**src/rtl/bus_timer_if.sv**
```systemverilog
// Data-bus port bundle between the core's M-stage memory path and bus_timer.
// The master drives address, strobe, byte enables and store data; the slave returns combinational read data.
interface bus_timer_if;
    logic [31:0] addr;
    logic        we;
    logic [3:0]  byteen;
    logic [31:0] wdata;
    logic [31:0] rdata;

    modport master (output addr, we, byteen, wdata, input rdata);
    modport slave  (input addr, we, byteen, wdata, output rdata);
endinterface

```
**src/rtl/bus_timer.sv**
```systemverilog
// Memory-mapped countdown timer with CTRL/PRESET/COUNT registers and an interrupt request.
// Define BUS_TIMER_AUTORELOAD_EN to compile the auto-reload mode (MODE = 01).
module bus_timer #(
    parameter logic [31:0] BASE_ADDR = 32'h0000_7F00
) (
    input  logic        clk,
    input  logic        reset,
    bus_timer_if.slave  bus,
    output logic        irq
);
    typedef enum logic [1:0] {IDLE, LOAD, CNT, INT} state_t;

    localparam logic [1:0] OFF_CTRL   = 2'd0;
    localparam logic [1:0] OFF_PRESET = 2'd1;
    localparam logic [1:0] OFF_COUNT  = 2'd2;

    state_t      state, state_next;
    logic [3:0]  ctrl;
    logic [31:0] preset;
    logic [31:0] count;
    logic        int_pend;

    logic        sel, ctrl_wr, preset_wr, auto_reload;
    logic        do_load, do_dec, do_zero, set_pend, clr_pend, clr_en;
    logic        unused_addr_bits;

    assign unused_addr_bits = ^bus.addr[1:0];

    assign sel       = (bus.addr[31:4] == BASE_ADDR[31:4]);
    assign ctrl_wr   = sel && bus.we && (bus.addr[3:2] == OFF_CTRL) && (|bus.byteen);
    assign preset_wr = sel && bus.we && (bus.addr[3:2] == OFF_PRESET);

`ifdef BUS_TIMER_AUTORELOAD_EN
    assign auto_reload = (ctrl[2:1] == 2'b01);
`else
    assign auto_reload = 1'b0;
`endif

    function automatic logic [31:0] merge_bytes(input logic [31:0] old_val,
                                                input logic [31:0] new_val,
                                                input logic [3:0]  be);
        logic [31:0] result;
        result = old_val;
        for (int i = 0; i < 4; i++) begin
            if (be[i]) result[8*i +: 8] = new_val[8*i +: 8];
        end
        return result;
    endfunction

    // NOTE: every output of this block gets a default first, so no path leaves one unassigned and no latch is inferred.
    always_comb begin
        state_next = state;
        do_load    = 1'b0;
        do_dec     = 1'b0;
        do_zero    = 1'b0;
        set_pend   = 1'b0;
        clr_pend   = 1'b0;
        clr_en     = 1'b0;
        unique case (state)
            IDLE: if (ctrl[0]) state_next = LOAD;
            LOAD: begin
                do_load    = 1'b1;
                state_next = CNT;
            end
            CNT: begin
                if (!ctrl[0]) begin
                    state_next = IDLE;
                end else if (count > 32'd1) begin
                    do_dec = 1'b1;
                end else begin
                    do_zero    = 1'b1;
                    set_pend   = 1'b1;
                    state_next = INT;
                end
            end
            INT: begin
                // A disabled timer never reloads, even in auto-reload mode.
                if (auto_reload && ctrl[0]) begin
                    clr_pend   = 1'b1;
                    state_next = LOAD;
                end else begin
                    clr_pend   = auto_reload;
                    clr_en     = 1'b1;
                    state_next = IDLE;
                end
            end
        endcase
    end

    // NOTE: sequential state uses non-blocking assignments so every register samples pre-edge values.
    always_ff @(posedge clk) begin
        if (reset) begin
            state    <= IDLE;
            ctrl     <= 4'd0;
            preset   <= 32'd0;
            count    <= 32'd0;
            int_pend <= 1'b0;
        end else begin
            state <= state_next;

            // A CTRL byte-0 write overrides the FSM's EN clear on the same edge.
            if (ctrl_wr && bus.byteen[0]) ctrl <= bus.wdata[3:0];
            else if (clr_en)              ctrl[0] <= 1'b0;

            if (preset_wr) preset <= merge_bytes(preset, bus.wdata, bus.byteen);

            if (do_load)      count <= preset;
            else if (do_dec)  count <= count - 32'd1;
            else if (do_zero) count <= 32'd0;

            if (set_pend)                                  int_pend <= 1'b1;
            else if (clr_pend || (ctrl_wr && !auto_reload)) int_pend <= 1'b0;
        end
    end

    always_comb begin
        bus.rdata = 32'd0;
        if (sel) begin
            case (bus.addr[3:2])
                OFF_CTRL:   bus.rdata = {28'd0, ctrl};
                OFF_PRESET: bus.rdata = preset;
                OFF_COUNT:  bus.rdata = count;
                default:    bus.rdata = 32'd0;
            endcase
        end
    end

    assign irq = int_pend & ctrl[3];
endmodule

```
**src/flat_wrapper.sv**
```systemverilog
// flat-port wrapper written by rule: the top's interface ports become plain ports
module bus_timer_flat 
#(
    parameter logic [31:0] BASE_ADDR = 32'h0000_7F00
)
  (clk, reset, irq, bus_addr, bus_we, bus_byteen, bus_wdata, bus_rdata);
  bus_timer_if bus_i ();
  input  logic clk;
  input  logic reset;
  output logic irq;
  input wire logic [$bits(bus_i.addr)-1:0] bus_addr;
  input wire logic [$bits(bus_i.we)-1:0] bus_we;
  input wire logic [$bits(bus_i.byteen)-1:0] bus_byteen;
  input wire logic [$bits(bus_i.wdata)-1:0] bus_wdata;
  output wire logic [$bits(bus_i.rdata)-1:0] bus_rdata;
  assign bus_i.addr = bus_addr;
  assign bus_i.we = bus_we;
  assign bus_i.byteen = bus_byteen;
  assign bus_i.wdata = bus_wdata;
  assign bus_rdata = bus_i.rdata;
  bus_timer #(.BASE_ADDR(BASE_ADDR)) u_core (.clk(clk), .reset(reset), .bus(bus_i), .irq(irq));
endmodule
```
**config.mk**
```make
export PLATFORM = sky130hd
export DESIGN_NAME = bus_timer_flat
export DESIGN_NICKNAME = d
export VERILOG_FILES = /design/src/rtl/bus_timer_if.sv /design/src/rtl/bus_timer.sv /design/src/flat_wrapper.sv
export SDC_FILE = /design/constraint.sdc
export NUM_CORES = 1
export LEC_CHECK = 0
export BUFFER_PORTS_ARGS = -buffer_cell sky130_fd_sc_hd__buf_2
export CAP_MARGIN = 20
export CORE_ASPECT_RATIO = 0.5
export CORE_MARGIN = 1
export CORE_UTILIZATION = 53
export DETAILED_ROUTE_END_ITERATION = 7
export GPL_TIMING_DRIVEN = 1
export PLACE_DENSITY = 0.8
export SLEW_MARGIN = 20
export SYNTH_ARGS = -nofsm -noshare
export SYNTH_HDL_FRONTEND = slang
export SYNTH_SLANG_ARGS = --single-unit
```
**constraint.sdc**
```tcl
create_clock -name clk -period 2.4 [get_ports clk]
set_input_delay 0.24 -clock clk [delete_from_list [all_inputs] [get_ports clk]]
set_output_delay 0.24 -clock clk [all_outputs]
set_load 0.01 [all_outputs]
```
==> results of run 1 <==
## power by group
part            switching, mW  internal [mW]  total [mW]
clock                   0.508           1.11        1.62
sequential     0.000000000198           1.18        1.18
combinational          0.0844         0.0625       0.147
total                   0.592           2.35        2.95
## timing repair
item | in CTS | in global routing
resized for setup | 0 | 2
hold buffers | 0 | 0
setup endpoints to repair | 0 | 1
## synthesized netlist by cell type (2+ instances only)
cell / instances
nand2_1: 78
dfxtp_1: 71
nor2_1: 57
a22oi_1: 44
mux2i_1: 40
clkbuf_1: 28
nor4_1: 19
nor3_1: 16
o21ai_0: 16
a21oi_1: 11
nand4_1: 9
xnor2_1: 9
o22ai_1: 8
inv_1: 7
xor2_1: 7
a21o_1: 6
buf_2: 5
nand3_1: 5
and3_1: 4
buf_1: 4
nor4b_1: 4
or2_2: 4
or4_1: 4
a221o_1: 3
a222oi_1: 3
nor2b_1: 3
nor4_2: 3
o21ai_1: 3
or3_1: 3
a31oi_1: 2
a32o_1: 2
ha_1: 2
nand2b_1: 2
nor3b_1: 2
o31ai_1: 2
or4_4: 2
## metal layers
metal | track usage | vias up | share of wire
li1 | - | 2087 | -
met5 | 0 | - | 0
met1 | 0.427 | 1990 | 0.46
met4 | 0.0979 | 0 | 0.0091
met3 | 0.0737 | 13 | 0.11
met2 | 0.452 | 241 | 0.42
## path summary, 6_finish.rpt
kind | slack, ns | endpoint | from | depth (start not counted)
worst max-delay path | 0.11 | u_core.count[20]$_SDFFE_PP0P_ | u_core.count[0]$_SDFFE_PP0P_ | 9
worst min-delay path | 0.14 | u_core.preset[18]$_SDFFE_PP0P_ | bus_wdata[18] | 3
worst max register to register | 0.11 | u_core.count[20]$_SDFFE_PP0P_ | u_core.count[0]$_SDFFE_PP0P_ | 9
worst min register to register | 0.48 | u_core.preset[27]$_SDFFE_PP0P_ | u_core.preset[27]$_SDFFE_PP0P_ | 2
## per-stage QoR
step	area (um^2)	hold slack [ns]	setup WS [ns]	cells
finish	5180	0.138	0.113	718
CTS	5170	0.130	0.120	718
floorplan	4060	0.379	0.318	508
global placement	4810	0.456	0.193	703
detailed placement	4810	0.470	0.133	703
global route	5180	0.143	0.0140	718
## sequential cells by signal, indices dropped and copies added, names as in the netlist
register / count
u_core.preset: 32
u_core.int_pend: 1
u_core.ctrl: 4
u_core.count: 32
u_core.state: 2
## cells by family (layout without fill, tap and decap cells)
group | after synthesis | after routing
AOI/OAI and AO/OA | 110 | 110
buffers and inverters | 45 | 159
xor gates and xnor gates | 16 | 16
DFF | 71 | 71
and+or+nand+nor | 224 | 224
muxes | 40 | 40
adders and majority gates | 2 | 2
## critical path, stage by stage, from the launching register on
cell,delay [ns]
dfxtp_1,0.36
inv_1,0.09
ha_1,0.23
nor2_1,0.09
or4_4,0.51
o31ai_4,0.27
buf_12,0.18
buf_4,0.13
nor4_1,0.05
a221o_1,0.26
## final cells by class
cell class | count | area, um^2
timing repair buffer | 137 | 788
multi-input combinational | 392 | 2470
clock buffer | 9 | 225
fill | 624 | 2190
inverter | 7 | 26.3
sequential | 71 | 1420
clock inverter | 6 | 134
tap | 96 | 120
==> results by group, run 1 <==
Outcome
  • Run status: finished clean

STA
  • Tcrit/Tclk final: 0.953
  • Peak Freq: 0.437 GHz
  • Clock Skew: around 0.0054 ns
  • Setup TNS: 0 ns
  • Slew Limit Fails: 0
  • Worst Max-Slew Pin Slew: around 0.72 ns
  • Final min period: about 2.3 ns
  • Final number of hold-violating endpoints: 0
  • Relative max-transition margin: 0.517
  • RSZ-0062 raised after global routing: no
  • Final setup violation count: 0

Clocking
  • Clk Tree Root Cell: clkbuf_16
  • Largest buffer count on any clock path: 2
  • TritonCTS sink count: approximately 70
  • CTS buffer count: 9
  • Htree depth: 3
  • Clock-pin slew on the worst setup and hold paths: ~0.060 ns
  • Post-CTS Setup Inserts: 0
  • CTS tree: done
  • Worst-Skew Late Latency: ~0.34 ns

Global route
  • Antenna violations before repair: 0
  • Gr usage total: 0.303
  • Largest net degree at the start of global routing: 44
  • First-pass GRT wire length: about 19000 um
  • Number of global-route vias before repair: around 3700
  • Grt total ovfl: 0

Die
  • Die Span Y: between 60 and 70 um
  • I/O pin total: ~100
  • Rows: 22
  • Core area: between 7000 and 8000 um^2
  • Initial core utilization: 0.550
  • Die area: roughly 8000 um^2
  • Die W: approximately 130 um

Synth
  • Mapped Cells: ~500
  • Ys Warns: 0
  • Post-synth EDFFs: 0
  • Synth Area in XOR/XNOR: 0.0345
  • Simple-Gate Fraction of Synth Area: 0.272
  • Share of flip-flops with an asynchronous set or reset: 0
  • Synth top area cells: dfxtp_1, mux2i_1, a22oi_1, nand2_1, nor2_1
  • Largest family of logic cells by synthesized area: simple AND/OR/NAND/NOR gates
  • Cell taking the most area after synthesis: dfxtp_1
  • Multiplexer share of the synthesized area: 0.0987
  • Number of distinct library cells after synthesis: between 50 and 60
  • Synthesized net count: between 500 and 600
  • Synth Area in Adders: 0.00617
  • Post-Synthesis Cell Area: 4060 um^2
  • Top FF cell, synth: dfxtp_1
  • Syn avg cell area: between 7 and 8 um^2
  • Post-synthesis compound-gate area fraction: 0.193
  • Share of the synthesized area in the top cell type: 0.350
  • Register area share after synthesis: 0.350
  • Number of synthesized register bits: 71

Routing
  • Final WL: 11900 um
  • WL/cell: around 17 um
  • Detail Route Antenna Nets: 0
  • DRC: 0
  • Drt via density: a little over 6
  • Drt pass-1 iters: 6
  • Initial detailed-routing violation count: between 400 and 500
  • Via Count: 4331

Pwr
  • Power Dens Cells: 569 nW/um^2
  • Max VDD drop: about 440 uV
  • Design Power: 2.95 mW
  • Static leakage: 2.47 nW

Placement
  • GPL Wtd Cong: approximately 0.92
  • Port-buffer cells: between 100 and 150
  • Hpwl dp: between 8000 and 9000 um

Worst setup path
  • CP max FO: 20
  • Worst path required time: ~2.6 ns
  • Critical path class: reg2reg
  • CP Capture Type: register
  • Worst setup SP type: register
  • CP arrival: 2.52 ns

Layout
  • Final core utilization: 0.703
  • Synth-to-layout area growth: 27.7%
  • Commonest non-fill, non-tap cells in the layout: buf_2, nand2_1, dfxtp_1, nor2_1, a22oi_1
  • Most common cell after layout, fill and taps aside: buf_2
  • Diode count: 0
  • Layout Nets: roughly 700
  • Share of layout cells above drive strength 1: 0.272

Flow run
  • Max-cap violations: 0

Worst hold path
  • Hold crit path type: in2reg
No activity file was read; power rests on OpenSTA's default activity.
==> run 2, diff against run 1 <==
--- a/config.mk
+++ b/config.mk
@@ -9,10 +9,10 @@
 export CAP_MARGIN = 20
 export CORE_ASPECT_RATIO = 0.5
 export CORE_MARGIN = 1
-export CORE_UTILIZATION = 53
+export CORE_UTILIZATION = 50
 export DETAILED_ROUTE_END_ITERATION = 7
 export GPL_TIMING_DRIVEN = 1
-export PLACE_DENSITY = 0.8
+export PLACE_DENSITY = 0.76
 export SLEW_MARGIN = 20
 export SYNTH_ARGS = -nofsm -noshare
 export SYNTH_HDL_FRONTEND = slang
==> results by group, run 2 (same netlist as run 1, synthesis figures left out) <==
Routing
  • Initial detailed-routing violation count: between 400 and 500
  • Via Count: about 4300
  • Drt pass-1 iters: 5
  • WL/cell: 16.2 um
  • Detail Route Antenna Nets: 0
  • Final WL: 11800 um
  • Drt via density: ~5.9
  • DRC: 0

Die
  • Initial core utilization: 0.534
  • Core area: 7600 um^2
  • Rows: 22
  • Die Span Y: between 60 and 70 um
  • Die W: between 100 and 150 um
  • I/O pin total: ~100
  • Die area: 8500 um^2

Clocking
  • Htree depth: 3
  • CTS buffer count: 9
  • CTS tree: done
  • Post-CTS Setup Inserts: 0
  • Worst-Skew Late Latency: ~0.34 ns
  • TritonCTS sink count: 71
  • Clock-pin slew on the worst setup and hold paths: roughly 0.06 ns
  • Clk Tree Root Cell: clkbuf_16
  • Largest buffer count on any clock path: 2

Layout
  • Diode count: 0
  • Largest registers: u_core.count (32), u_core.preset (32), u_core.ctrl (4)
  • Layout Nets: between 600 and 700
  • Final core utilization: 0.680
  • Share of layout cells above drive strength 1: 0.270
  • Synth-to-layout area growth: 27.3%
  • Commonest non-fill, non-tap cells in the layout: buf_2, nand2_1, dfxtp_1, nor2_1, a22oi_1
  • Filler cells: 660
  • Most common cell after layout, fill and taps aside: buf_2
  • Final std cells w/o fill: between 700 and 800

Flow run
  • Max-cap violations: 0

Worst setup path
  • CP arrival: around 2.5 ns
  • CP max-delay cell: or4_4
  • CP max FO: 17
  • Worst path required time: around 2.6 ns
  • Worst-path cell chain: inv_1 -> ha_1 -> nor2_1 -> or4_4 -> o31ai_4 -> buf_12 -> o21ai_0 -> a221o_1
  • Critical path class: reg2reg
  • CP Capture Type: register
  • R2R Setup Slk: approximately 0.11 ns
  • Worst setup SP type: register
  • Crit-path max cell delay: between 0.5 and 0.6 ns

Pwr
  • Static leakage: around 2.5 nW
  • Design Power: around 2.8 mW
  • Power Dens Cells: approximately 540 nW/um^2
  • Max VDD drop: ~360 uV

Global route
  • Gr usage total: 0.289
  • Grt total ovfl: 0
  • Largest net degree at the start of global routing: 34
  • First-pass GRT wire length: 18800 um
  • Antenna violations before repair: 0
  • Number of global-route vias before repair: 3797

STA
  • Relative max-transition margin: 0.323
  • Worst Max-Slew Pin Slew: a little over 1 ns
  • Final setup violation count: 0
  • Slew Limit Fails: 0
  • Setup TNS: 0 ns
  • Tcrit/Tclk final: 0.953
  • Final number of hold-violating endpoints: 0
  • RSZ-0062 raised after global routing: no
  • Peak Freq: 0.437 GHz
  • Final min period: 2.29 ns
  • WHS: 0.137 ns
  • Clock Skew: about 0.0066 ns

Placement
  • Port-buffer cells: 101
  • Hpwl dp: a little over 8000 um
  • GPL Wtd Cong: 0.893
  • DP Cell Count: roughly 720

Worst hold path
  • Hold crit path type: in2reg

Outcome
  • Run status: finished clean
[run 2: cell count changes in the layout (fill, tap and decap cells not counted)]
cell,delta
bufinv_16,-2
clkinvlp_4,+2
nor4_1,+1
or2_1,+1
or2_4,-1
buf_4,-1
clkinv_4,-1
nor4_2,-1
buf_6,+1
clkbuf_8,+2
[run 2: cell type report]
| class | instances | area, um^2 | share of cell area |
|---|---|---|---|
| clock buffers | 11 | 253 | 0.0489 |
| clock inverters | 5 | 80.1 | 0.0155 |
| inverters | 7 | 26.3 | 0.00509 |
| multi-input cells | 392 | 2460 | 0.476 |
| flip-flops and latches | 71 | 1420 | 0.275 |
| well taps | 108 | 135 | 0.0262 |
| repair buffers | 137 | 792 | 0.153 |
[run 2: repair_timing]
action,4_1_cts,5_1_grt
endpoints found under the hold margin,0,0
resized for setup,0,1
hold buffers,0,0
endpoints found under the setup margin,0,1
[run 2: worst paths after layout]
| kind | from | endpoint | cells after the start |
|---|---|---|---|
| max reg2reg | u_core.count[0]$_SDFFE_PP0P_ | u_core.count[20]$_SDFFE_PP0P_ | 8 |
| max | u_core.count[0]$_SDFFE_PP0P_ | u_core.count[20]$_SDFFE_PP0P_ | 8 |
| min | bus_wdata[13] | u_core.preset[13]$_SDFFE_PP0P_ | 3 |
| min reg2reg | u_core.preset[24]$_SDFFE_PP0P_ | u_core.preset[24]$_SDFFE_PP0P_ | 2 |
[run 2: routing by layer]
| layer | routed length (um) | vias up | global-route usage |
|---|---|---|---|
| met3 | 984 | 17 | 0.0700 |
| met2 | 5020 | 203 | 0.446 |
| li1 | - | 2086 | - |
| met4 | 149 | 0 | 0.0735 |
| met5 | 0 | - | 0 |
| met1 | 5660 | 1992 | 0.402 |
[run 2: where the power goes]
part	internal (mW)	leakage (nW)	total, mW	switching, mW
combinational	0.0635	1.73	0.147	0.0835
sequential	1.18	0.571	1.18	0.000000000171
clock	0.964	0.158	1.48	0.512
total	2.21	2.46	2.80	0.596
[run 2: through the flow]
stage               setup slack, ns  instance area (um^2)
floorplan                     0.318                  4060
global placement              0.161                  4830
detailed placement           0.0919                  4830
CTS                          0.0763                  5160
global route                 0.0197                  5170
finish                        0.113                  5170
[run 2: critical path, delay by kind of cell, from the launching register on]
| family | cells | cell delay, ns |
|---|---|---|
| compound gates | 3 | 0.70 |
| simple gates | 2 | 0.61 |
| flops | 1 | 0.36 |
| buf+inv | 2 | 0.28 |
| fa+ha+maj | 1 | 0.22 |
==> run 3, diff against run 2 <==
==> constraint.sdc (replaced) <==
create_clock -name clk -period 2.2 [get_ports clk]
set_input_delay 0.22 -clock clk [delete_from_list [all_inputs] [get_ports clk]]
set_output_delay 0.22 -clock clk [all_outputs]
set_load 0.01 [all_outputs]
==> results by group, run 3 (same netlist as run 1, synthesis figures left out) <==
Pwr
  • Switching Power: between 0.6 and 0.7 mW
  • Comb power frac: 0.051
  • Seq pwr share: 0.411
  • Static leakage: roughly 2.6 nW
  • Pint: roughly 2.5 mW
  • Share of total power in the clock network: 0.538
  • Switch share: 0.205
  • Max VDD drop: 481 uV
  • Design Power: about 3.1 mW
  • Power Dens Cells: 580 nW/um^2

Worst setup path
  • Worst setup SP type: register
  • Worst path required time: roughly 2.4 ns
  • Critical path class: reg2reg
  • CP arrival: about 2.4 ns
  • CP max-delay cell: or4_4
  • CP Capture Type: register
  • CP max FO: 6
  • Crit-path max cell delay: between 0.5 and 0.6 ns
  • Worst-path cell chain: or4_4 -> or4_1 -> o311a_1 -> o21ai_0 -> nand2_1

Layout
  • Largest registers: u_core.count (32), u_core.preset (32), u_core.ctrl (4)
  • Synth-to-layout area growth: 32.9%
  • Share of layout cells above drive strength 1: 0.306
  • Layout Nets: around 710
  • Commonest non-fill, non-tap cells in the layout: buf_2, nand2_1, dfxtp_1, nor2_1, buf_4
  • Diode count: 0
  • Most common cell after layout, fill and taps aside: buf_2
  • Final std cells w/o fill: around 750

STA
  • Slew Limit Fails: 0
  • Tcrit/Tclk final: 0.968
  • Clock Skew: 0.00702 ns
  • Relative max-transition margin: 0.355
  • Peak Freq: 0.470 GHz
  • WHS: 0.114 ns
  • Final WS setup: approximately 0.071 ns
  • Worst Max-Slew Pin Slew: approximately 0.96 ns
  • Final min period: between 2 and 2.5 ns
  • Final setup violation count: 0
  • Final number of hold-violating endpoints: 0

Placement
  • DP Cell Count: 730
  • Port-buffer cells: 101
  • GPL Wtd Cong: just under 0.9
  • Hpwl dp: 8300 um
  • Pre-CTS WS: between 0.003 and 0.004 ns

Global route
  • Gr usage total: 0.287
  • Largest net degree at the start of global routing: 67
  • Antenna violations before repair: 0
  • First-pass GRT wire length: roughly 19000 um
  • Number of global-route vias before repair: about 3800
  • Grt total ovfl: 0

Clocking
  • Clock-pin slew on the worst setup and hold paths: around 0.060 ns
  • TritonCTS sink count: 71
  • Worst-Skew Late Latency: 0.34 ns
  • CTS tree: done
  • Htree depth: 3
  • Largest buffer count on any clock path: 2
  • CTS buffer count: 9
  • Clk Tree Root Cell: clkbuf_16

Routing
  • Met1 wire length: about 5600 um
  • DR top layer: met4
  • Initial detailed-routing violation count: approximately 420
  • Via Count: around 4400
  • Met3 wire len: 1000 um
  • DRC: 0
  • Detail Route Antenna Nets: 0
  • WL/cell: roughly 16 um
  • DR WL met2: approximately 5100 um
  • Final WL: approximately 12000 um
  • Drt via density: around 5.8
  • Drt pass-1 iters: 5

Die
  • Die area: approximately 8500 um^2
  • Rows: 22
  • I/O pin total: 104
  • Die W: approximately 130 um
  • Core area: roughly 7600 um^2
  • Die Span Y: 65.7 um
  • Initial core utilization: 0.534

Worst hold path
  • Hold crit path type: in2reg

Outcome
  • Run status: finished clean

Flow run
  • Max-cap violations: 0
[run 3: cell types whose count changed in the layout (fill, tap and decap cells not counted), sizes merged]
cell and delta:
buf +20, bufinv +1, clkbuf -1, clkinv +1, clkinvlp -1
[run 3: worst max-delay path, delay by kind of cell (launching register included)]
family / cells / cell delay [ns]
AO/OA/AOI/OAI: 2 / 0.54
flip-flops: 1 / 0.36
AND/OR/NAND/NOR: 3 / 1.11
[run 3: through the flow]
step | setup TNS (ns) | util | area (um^2)
floorplan | 0 | - | 4060
global placement | 0 | 0.652 | 4950
detailed placement | 0 | 0.652 | 4950
CTS | 0 | 0.699 | 5310
global route | -0.0742 | 0.710 | 5390
finish | 0 | 0.710 | 5390
[run 3: area by class of cell]
class | count | area [um^2]
Multi-Input combinational cell | 392 | 2500
Timing Repair Buffer | 157 | 967
Tap cell | 108 | 135
Clock inverter | 6 | 108
Clock buffer | 10 | 239
Fill cell | 616 | 2200
Inverter | 7 | 26.3
Sequential cell | 71 | 1420
[run 3: metal layers]
metal	global-route usage	vias to the layer above
li1	-	2122
met1	0.399	2048
met2	0.441	196
met3	0.0635	8
met4	0.0882	0
met5	0	-
[run 3: power groups by stage]
stage | Clock [mW] | Combinational [mW] | Sequential, mW
finish | 1.68 | 0.159 | 1.29
global placement | 0 | 0.155 | 1.31
detailed placement | 0 | 0.157 | 1.31
floorplan | 0 | 0.0715 | 1.31
global route | 1.76 | 0.178 | 1.29
CTS | 1.70 | 0.158 | 1.29
[run 3: worst paths after layout]
path                             startpoint                             end  slack, ns  depth (start not counted)
max           u_core.count[19]$_SDFFE_PP0P_   u_core.count[26]$_SDFFE_PP0P_       0.07                          5
min                            bus_wdata[8]   u_core.preset[8]$_SDFFE_PP0P_       0.11                          3
min reg2reg  u_core.preset[17]$_SDFFE_PP0P_  u_core.preset[17]$_SDFFE_PP0P_       0.47                          2
max reg2reg   u_core.count[19]$_SDFFE_PP0P_   u_core.count[26]$_SDFFE_PP0P_       0.07                          5
[run 3: timing repair]
action | CTS | global route
resized for setup | 2 | 8
hold buffers | 0 | 0
gates cloned | 0 | 0
endpoints found under the hold margin | 0 | 0
endpoints found under the setup margin | 2 | 10
pin swaps | 0 | 2
setup buffers | 0 | 5
